$ cat config.mk
export PLATFORM = sky130hd
export DESIGN_NAME = approx_add_pipe
export DESIGN_NICKNAME = d
export VERILOG_FILES = /design/src/rtl/approx_add_pipe.sv
export SDC_FILE = /design/constraint.sdc
export NUM_CORES = 1
export LEC_CHECK = 0
export ABC_AREA = 1
export CORE_AREA = 2 2 133 83
export DETAILED_ROUTE_END_ITERATION = 8
export DIE_AREA = 0 0 135 85
export PLACE_DENSITY = 0.75
export SYNTH_ARGS = -nofsm -noshare
export SYNTH_HDL_FRONTEND = slang
export SYNTH_SLANG_ARGS = --single-unit
$ cat constraint.sdc
create_clock -name clk -period 3.7 [get_ports clk]
set_input_delay 0.37 -clock clk [delete_from_list [all_inputs] [get_ports clk]]
set_output_delay 0.37 -clock clk [all_outputs]
set_load 0.02 [all_outputs]
$ cat src/rtl/approx_add_pipe.sv
// approx_add_pipe
//   Two-stage pipelined lower-part-OR approximate adder. Each beat selects
//   exact or approximate addition. A built-in monitor reports each beat's
//   absolute error and accumulates saturating accuracy statistics.
//
// Ports
//   clk, rst_n      rising-edge clock, asynchronous active-low reset
//   in_valid/ready  operand beat handshake
//   in_a, in_b      operands (WIDTH bits)
//   in_mode         0 = exact add, 1 = approximate add (sampled with operands)
//   out_valid/ready result beat handshake
//   out_sum         result, carry-out in MSB (WIDTH+1 bits)
//   out_err         |exact sum - out_sum| for this beat
//   stats_clr       synchronous clear of statistics (wins over a handshake)
//   stat_txn        completed output handshakes, saturating
//   stat_errs       completed beats with non-zero error, saturating
//   stat_max_err    largest out_err over completed beats
`timescale 1ns/1ps

module approx_add_pipe #(
    parameter int unsigned WIDTH      = 8,
    parameter int unsigned APPROX_LSB = 4,
    parameter int unsigned CNT_W      = 16
) (
    input  logic             clk,
    input  logic             rst_n,
    input  logic             in_valid,
    output logic             in_ready,
    input  logic [WIDTH-1:0] in_a,
    input  logic [WIDTH-1:0] in_b,
    input  logic             in_mode,
    output logic             out_valid,
    input  logic             out_ready,
    output logic [WIDTH:0]   out_sum,
    output logic [WIDTH:0]   out_err,
    input  logic             stats_clr,
    output logic [CNT_W-1:0] stat_txn,
    output logic [CNT_W-1:0] stat_errs,
    output logic [WIDTH:0]   stat_max_err
);

    localparam logic [CNT_W-1:0] CNT_MAX = '1;

    logic [WIDTH-1:0] a1, b1;
    logic             m1, v1;
    logic [WIDTH:0]   sum2, err2;
    logic             v2;

    logic             ld1, ld2, out_fire;
    logic [WIDTH:0]   exact_sum, approx_sum, res_sum, res_err;

    // Stage 2 advances when empty or drained; stage 1 advances when empty or
    // when stage 2 takes its contents. in_ready is therefore exactly ld1.
    assign ld2      = !v2 || out_ready;
    assign ld1      = !v1 || ld2;
    assign in_ready = ld1;
    assign out_fire = v2 && out_ready;

    assign out_valid = v2;
    assign out_sum   = sum2;
    assign out_err   = err2;

    assign exact_sum = {1'b0, a1} + {1'b0, b1};

    generate
        if (APPROX_LSB == 0) begin : g_exact_only
            assign approx_sum = exact_sum;
        end else begin : g_lopa
            localparam int unsigned K = APPROX_LSB;
            logic             carry;
            logic [WIDTH-K:0] upper;
            // Low part is a plain OR; the only carry into the exact upper part
            // is the AND of the top approximate bit pair.
            assign carry      = a1[K-1] & b1[K-1];
            assign upper      = {1'b0, a1[WIDTH-1:K]} + {1'b0, b1[WIDTH-1:K]}
                              + {{(WIDTH-K){1'b0}}, carry};
            assign approx_sum = {upper, a1[K-1:0] | b1[K-1:0]};
        end
    endgenerate

    always_comb begin
        res_sum = m1 ? approx_sum : exact_sum;
        // The approximation can overshoot (dropped-carry compensation) or
        // undershoot, so the error is a true absolute difference.
        if (res_sum >= exact_sum) begin
            res_err = res_sum - exact_sum;
        end else begin
            res_err = exact_sum - res_sum;
        end
    end

    // Stage 1 operands carry no reset; only their valid bit matters.
    always_ff @(posedge clk) begin
        if (ld1) begin
            a1 <= in_a;
            b1 <= in_b;
            m1 <= in_mode;
        end
    end

    always_ff @(posedge clk or negedge rst_n) begin
        if (!rst_n) begin
            v1   <= 1'b0;
            v2   <= 1'b0;
            sum2 <= '0;
            err2 <= '0;
        end else begin
            if (ld1) begin
                v1 <= in_valid;
            end
            if (ld2) begin
                v2   <= v1;
                sum2 <= res_sum;
                err2 <= res_err;
            end
        end
    end

    always_ff @(posedge clk or negedge rst_n) begin
        if (!rst_n) begin
            stat_txn     <= '0;
            stat_errs    <= '0;
            stat_max_err <= '0;
        end else if (stats_clr) begin
            stat_txn     <= '0;
            stat_errs    <= '0;
            stat_max_err <= '0;
        end else if (out_fire) begin
            if (stat_txn != CNT_MAX) begin
                stat_txn <= stat_txn + 1'b1;
            end
            if ((err2 != '0) && (stat_errs != CNT_MAX)) begin
                stat_errs <= stat_errs + 1'b1;
            end
            if (err2 > stat_max_err) begin
                stat_max_err <= err2;
            end
        end
    end

endmodule

==> results_dict.tcl, run 1 <==
set metrics [dict create \
    status "complete, no violations" \
    finalHoldViolations 0 \
    layout.nets 757 \
    required_ps 3910 \
    worstMarginPinSlew_ps 638 \
    grt.busiest_layer "met1" \
    use_met1 0.354 \
    arrival_ps 3660 \
    ctsHoldBuffers 0 \
    clock_sinks 78 \
    startpoint "a1[3]" \
    yosys_warnings 0 \
    pwr-share-clk 0.259 \
    cts_tree "yes" \
    drc_errors 0 \
    post-dp-hpwl_um 9530 \
    std_cell_rows 29 \
    grt_max_degree 39 \
    power_density_nw_per_um2 605 \
    num-fill-cells 891 \
    p_comb_frac 0.448 \
    cts.path.max_buffers 2 \
    cts_root_buf "clkbuf_16" \
    fmax_mhz 290 \
    clock_latency_ps 350 \
    synth.area.top_cells "dfrtp_1, edfxtp_1, ha_1" \
    drtIter0Drc 387 \
    finalCritPeriodShare 0.933 \
    hold_class "in2async" \
    grt_overflow_total 0 \
    postSynthCellCount 600 \
    p_total_w 0.00391 \
    grt_use_met3 0.0550 \
    ir_drop_v 0.000343 \
    relSlewSlack 0.572 \
    grt_pass1_wl_um 20400 \
    num_antenna_cells 0 \
    finalCoreUtilization 0.627 \
    synth.avg_cell_area_um2 8.42 \
    grt_pass1_vias 4082 \
    syn_to_final_growth_pct 27.8 \
    wl_per_cell_um 14.9 \
    first_pass_iters 5 \
    num_vias 4343 \
    synth.top_cell.area_share 0.302 \
    num_io_pins 83 \
    yosys.area.top_type "dfrtp_1" \
    die_area_um2 11500 \
    drive_gt1_frac 0.106 \
    dieHeight_um 85 \
    port_buffers 82 \
    ys_types 47 \
    p_seq_frac 0.292 \
    slew_viol_final 0 \
    power_switching_w 0.00152 \
    routed_wl_um 12400 \
    place_congestion 0.896 \
    final.min_clock_period_ps 3450 \
    htreeDepth 3 \
    ys_seq_area_frac 0.403 \
    stdcell_area_um2 6460 \
    synth_area_um2 5050 \
    multiInputGateArea_um2 2660 \
    end_kind "register" \
    cp-start-kind "register" \
    viasPerCell 5.21 \
    worstPathMaxFanout 7 \
    final_cell_mix "nand2_1, inv_1, clkdlybuf4s50_1" \
    ys_ff_latch 78 \
    start_util 0.490 \
    criticalPathCategory "reg2reg" \
    syn-num-nets 667 \
    grt_usage 0.225 \
    whs_ps 14.6 \
    cellInternalPower_w 0.00239 \
    antenna_left 0 \
    coreArea_um2 10300 \
    p_sw_frac 0.389 \
    maxCapViolations 0 \
    rr_startpoint "a1[3]" \
    die_w_um 135 \
    dpl_cell_area_um2 6030 \
    numCtsBuffers 9 \
    final_common_cell "nand2_1" \
    met2_usage 0.300 \
    regArea_um2 2040 \
    skew_ps 6.49 \
    antenna_found_initial 0 \
    p_leak_nw 2.89 \
    clkTransAtPathRegs_ps 60 \
    setup_viol 0 \
]
## Yosys cell counts (all sizes together)
library cell / count
nand2: 115
inv: 95
dfrtp: 61
o21ai: 53
ha: 40
nand3: 40
nor2: 39
a21oi: 30
xor2: 21
edfxtp: 17
nor3: 14
nand4: 9
o31ai: 8
a31oi: 7
buf: 7
clkbuf: 7
xnor2: 6
fa: 5
o22ai: 5
a211oi: 4
and3: 3
nor4: 3
o21bai: 3
or2: 3
a21o: 1
nand3b: 1
nor4b: 1
o2111ai: 1
o21a: 1
## worst paths after layout
path	end	slack, ps	depth (start not counted)
min	out_sum[2]	10	1
max	out_err[1]	250	19
max in group asynchronous	stat_txn[0]	2770	2
min in group clk	out_valid	480	1
max reg2reg	out_err[1]	250	19
min reg2reg	out_valid	480	1
## what timing repair did
action	CTS	global route
setup buffers	0	3
setup endpoints to repair	0	8
resized for setup	0	17
## worst max-delay path, stage by stage, from the launching register on
cell and delay [ps]:
edfxtp_1 410, ha_2 220, fa_2 360, inv_2 100, fa_1 440, or2_1 250, nand3_2 90, nand2_2 60
inv_1 60, ha_1 260, nand2_1 100, nor2_1 60, inv_1 60, o21bai_1 70, a211oi_2 310, nand2_2 160
inv_4 110, nand2_1 50, nand3_1 60, o21ai_0 80
## stage by stage
step | setup TNS (ps) | worst slack [ps] | cells
CTS | 0 | 92.3 | 830
detailed placement | 0 | 111 | 814
global route | -28.6 | -17.3 | 834
floorplan | 0 | 443 | 600
finish | 0 | 248 | 834
global placement | 0 | 257 | 814
## per-layer routing
metal	vias up	wire length (um)
li1	2160	-
met1	1980	6280
met2	183	5010
met3	20	923
met4	0	220
met5	-	0
## power groups by stage
stage / combinational, W / clock [W] / sequential, W
4_1_cts: 0.00168 / 0.00103 / 0.00114
3_5_place_dp: 0.00167 / 0 / 0.00115
3_3_place_gp: 0.00163 / 0 / 0.00115
5_1_grt: 0.00195 / 0.00107 / 0.00116
6_report: 0.00175 / 0.00101 / 0.00114
2_1_floorplan: 0.000987 / 0 / 0.00126
## cell families (layout without fill, tap and decap cells)
logic type / after synthesis / after routing / synth area share
and+or+nand+nor: 228 / 229 / 0.215
buffers and inverters: 109 / 203 / 0.0842
xor gates and xnor gates: 27 / 27 / 0.0468
DFF: 78 / 78 / 0.403
adders and majority gates: 45 / 45 / 0.119
AOI/OAI and AO/OA: 113 / 113 / 0.132
## sequential cells by signal, indices dropped and copies added, names as in the netlist
signal / cells
stat_errs: 16
stat_txn: 16
out_err: 9
out_sum: 9
stat_max_err: 9
a1: 8
b1: 8
m1: 1
out_valid: 1
v1: 1
## cell type report
cell class | instances | area share
Clock buffer | 9 | 0.0349
Clock inverter | 7 | 0.0174
Inverter | 95 | 0.0556
Multi-Input combinational cell | 414 | 0.412
Sequential cell | 78 | 0.316
Tap cell | 139 | 0.0269
Timing Repair Buffer | 92 | 0.138
(Power assumes the default switching activity.)
==> run 2: changes to the inputs <==
--- a/config.mk
+++ b/config.mk
@@ -10,6 +10,7 @@
 export DETAILED_ROUTE_END_ITERATION = 8
 export DIE_AREA = 0 0 135 85
 export PLACE_DENSITY = 0.75
+export SLEW_MARGIN = 40
 export SYNTH_ARGS = -nofsm -noshare
 export SYNTH_HDL_FRONTEND = slang
 export SYNTH_SLANG_ARGS = --single-unit
==> results of run 2 <==
No change in the layout: final DEF, timing and power equal those of run 1.
==> run 3: changes to the inputs <==
--- a/config.mk
+++ b/config.mk
@@ -6,10 +6,10 @@
 export NUM_CORES = 1
 export LEC_CHECK = 0
 export ABC_AREA = 1
-export CORE_AREA = 2 2 133 83
+export CORE_AREA = 2 2 104 106
 export DETAILED_ROUTE_END_ITERATION = 8
-export DIE_AREA = 0 0 135 85
-export PLACE_DENSITY = 0.75
+export DIE_AREA = 0 0 106 108
+export PLACE_DENSITY = 0.74
 export SLEW_MARGIN = 40
 export SYNTH_ARGS = -nofsm -noshare
 export SYNTH_HDL_FRONTEND = slang
==> run 3 against run 2 <==
Net effect:
- design area decreased by 2.8%
- non-clock buffer count decreased by 4
- first-iteration DRC count decreased by 52%
- clock-buffer cell count unchanged
- utilization decreased by 1.3 points
==> results_dict.tcl, run 3 (synthesis results as in run 1) <==
set metrics [dict create \
    grt_max_degree 49 \
    layout.nets 753 \
    stdcell_count 827 \
    die_w_um 106 \
    post-dp-hpwl_um 8360 \
    relSlewSlack 0.606 \
    grt_overflow_total 0 \
    skew_ps 10.0 \
    slew_viol_final 0 \
    hold_class "in2async" \
    place_congestion 0.895 \
    drc_errors 0 \
    first_pass_iters 4 \
    start_util 0.494 \
    viasPerCell 5.12 \
    port_buffers 82 \
    grt_usage 0.202 \
    grt_pass1_vias 4118 \
    clock_sinks 78 \
    antenna_found_initial 0 \
    finalHoldViolations 0 \
    drive_gt1_frac 0.0941 \
    arrival_ps 3660 \
    wl_per_cell_um 13.1 \
    std_cell_rows 37 \
    htreeDepth 3 \
    power_density_nw_per_um2 558 \
    criticalPathCategory "reg2reg" \
    coreArea_um2 10200 \
    reg_top3 "stat_errs (16), stat_txn (16)" \
    routed_wl_um 10900 \
    required_ps 3940 \
    place_ws_ps 36.0 \
    end_kind "register" \
    num-fill-cells 870 \
    ctsHoldBuffers 0 \
    die_area_um2 11400 \
    final_common_cell "nand2_1" \
    finalWorstSetupSlack_ps 275 \
    num_io_pins 83 \
    whs_ps 2.56 \
    final.min_clock_period_ps 3420 \
    dpl.cell_count 810 \
    num_vias 4237 \
    antenna_left 0 \
    dieHeight_um 108 \
    worstPathMaxFanout 7 \
    fmax_mhz 292 \
    worstMarginPinSlew_ps 586 \
    p_leak_nw 2.81 \
    drtIter0Drc 187 \
    p_total_w 0.00350 \
    ir_drop_v 0.000300 \
    syn_to_final_growth_pct 24.2 \
    grt_pass1_wl_um 18400 \
    maxCapViolations 0 \
    setup_viol 0 \
    cts_root_buf "clkbuf_8" \
    cts_tree "yes" \
    cp-start-kind "register" \
    num_antenna_cells 0 \
    status "complete, no violations" \
    numCtsBuffers 9 \
    cts.path.max_buffers 2 \
    final_cell_mix "nand2_1, inv_1, clkdlybuf4s50_1" \
    clkTransAtPathRegs_ps 90 \
    clock_latency_ps 370 \
    finalSetupTns_ps 0 \
    finalCritPeriodShare 0.926 \
]
## run 3: stage by stage
step / cell area, um^2 / utilization
floorplan: 5050 / -
global placement: 6020 / 0.588
detailed placement: 6020 / 0.588
CTS: 6240 / 0.610
global route: 6280 / 0.614
finish: 6280 / 0.614
## run 3: final cells by class
cell class                 instances  area [um^2]  share of cell area
tap                              136          170              0.0271
sequential                        78         2040               0.324
clock buffer                       9          124              0.0197
clock inverter                     7         96.3              0.0153
multi-input combinational        414         2630               0.419
inverter                          95          359              0.0572
timing repair buffer              88          863               0.138
## run 3: path summary, 6_finish.rpt
kind,startpoint,end,slack [ps],depth (start not counted)
hold / removal,rst_n,stat_errs[12],3,1
hold reg to reg,out_sum[7],out_sum[7],490,2
setup / recovery,a1[3],out_err[1],280,19
min in group clk,out_sum[7],out_sum[7],490,2
max in group asynchronous,rst_n,out_sum[6],3040,2
setup reg to reg,a1[3],out_err[1],280,19
## run 3: report_power, final
| part | switching, W | total, W | internal, W |
|---|---|---|---|
| logic | 0.000972 | 0.00166 | 0.000685 |
| clock network | 0.000342 | 0.000724 | 0.000382 |
| registers | 0.000111 | 0.00112 | 0.00101 |
## run 3: what timing repair did
item	CTS	global route
setup buffers	0	0
resized for setup	0	10
setup endpoints to repair	0	8
## run 3: metal layers
layer,up-vias,share of wire,global-route usage,wire [um]
li1,2161,-,-,-
met1,1960,0.46,0.264,5000
met2,93,0.48,0.328,5170
met3,23,0.038,0.0452,408
met4,0,0.026,0.0799,282
met5,-,0,0,0
## run 3: critical path, stage by stage, from the launching register on
cell and delay [ps]:
edfxtp_1 400, ha_2 210, fa_2 350, inv_2 90, fa_1 420, or2_1 240, nand3_1 120, nand2_1 100
inv_1 70, ha_1 260, nand2_1 100, nor2_1 60, inv_1 60, o21bai_1 70, a211oi_2 300, nand2_2 150
inv_4 110, nand2_1 50, nand3_1 50, o21ai_0 80
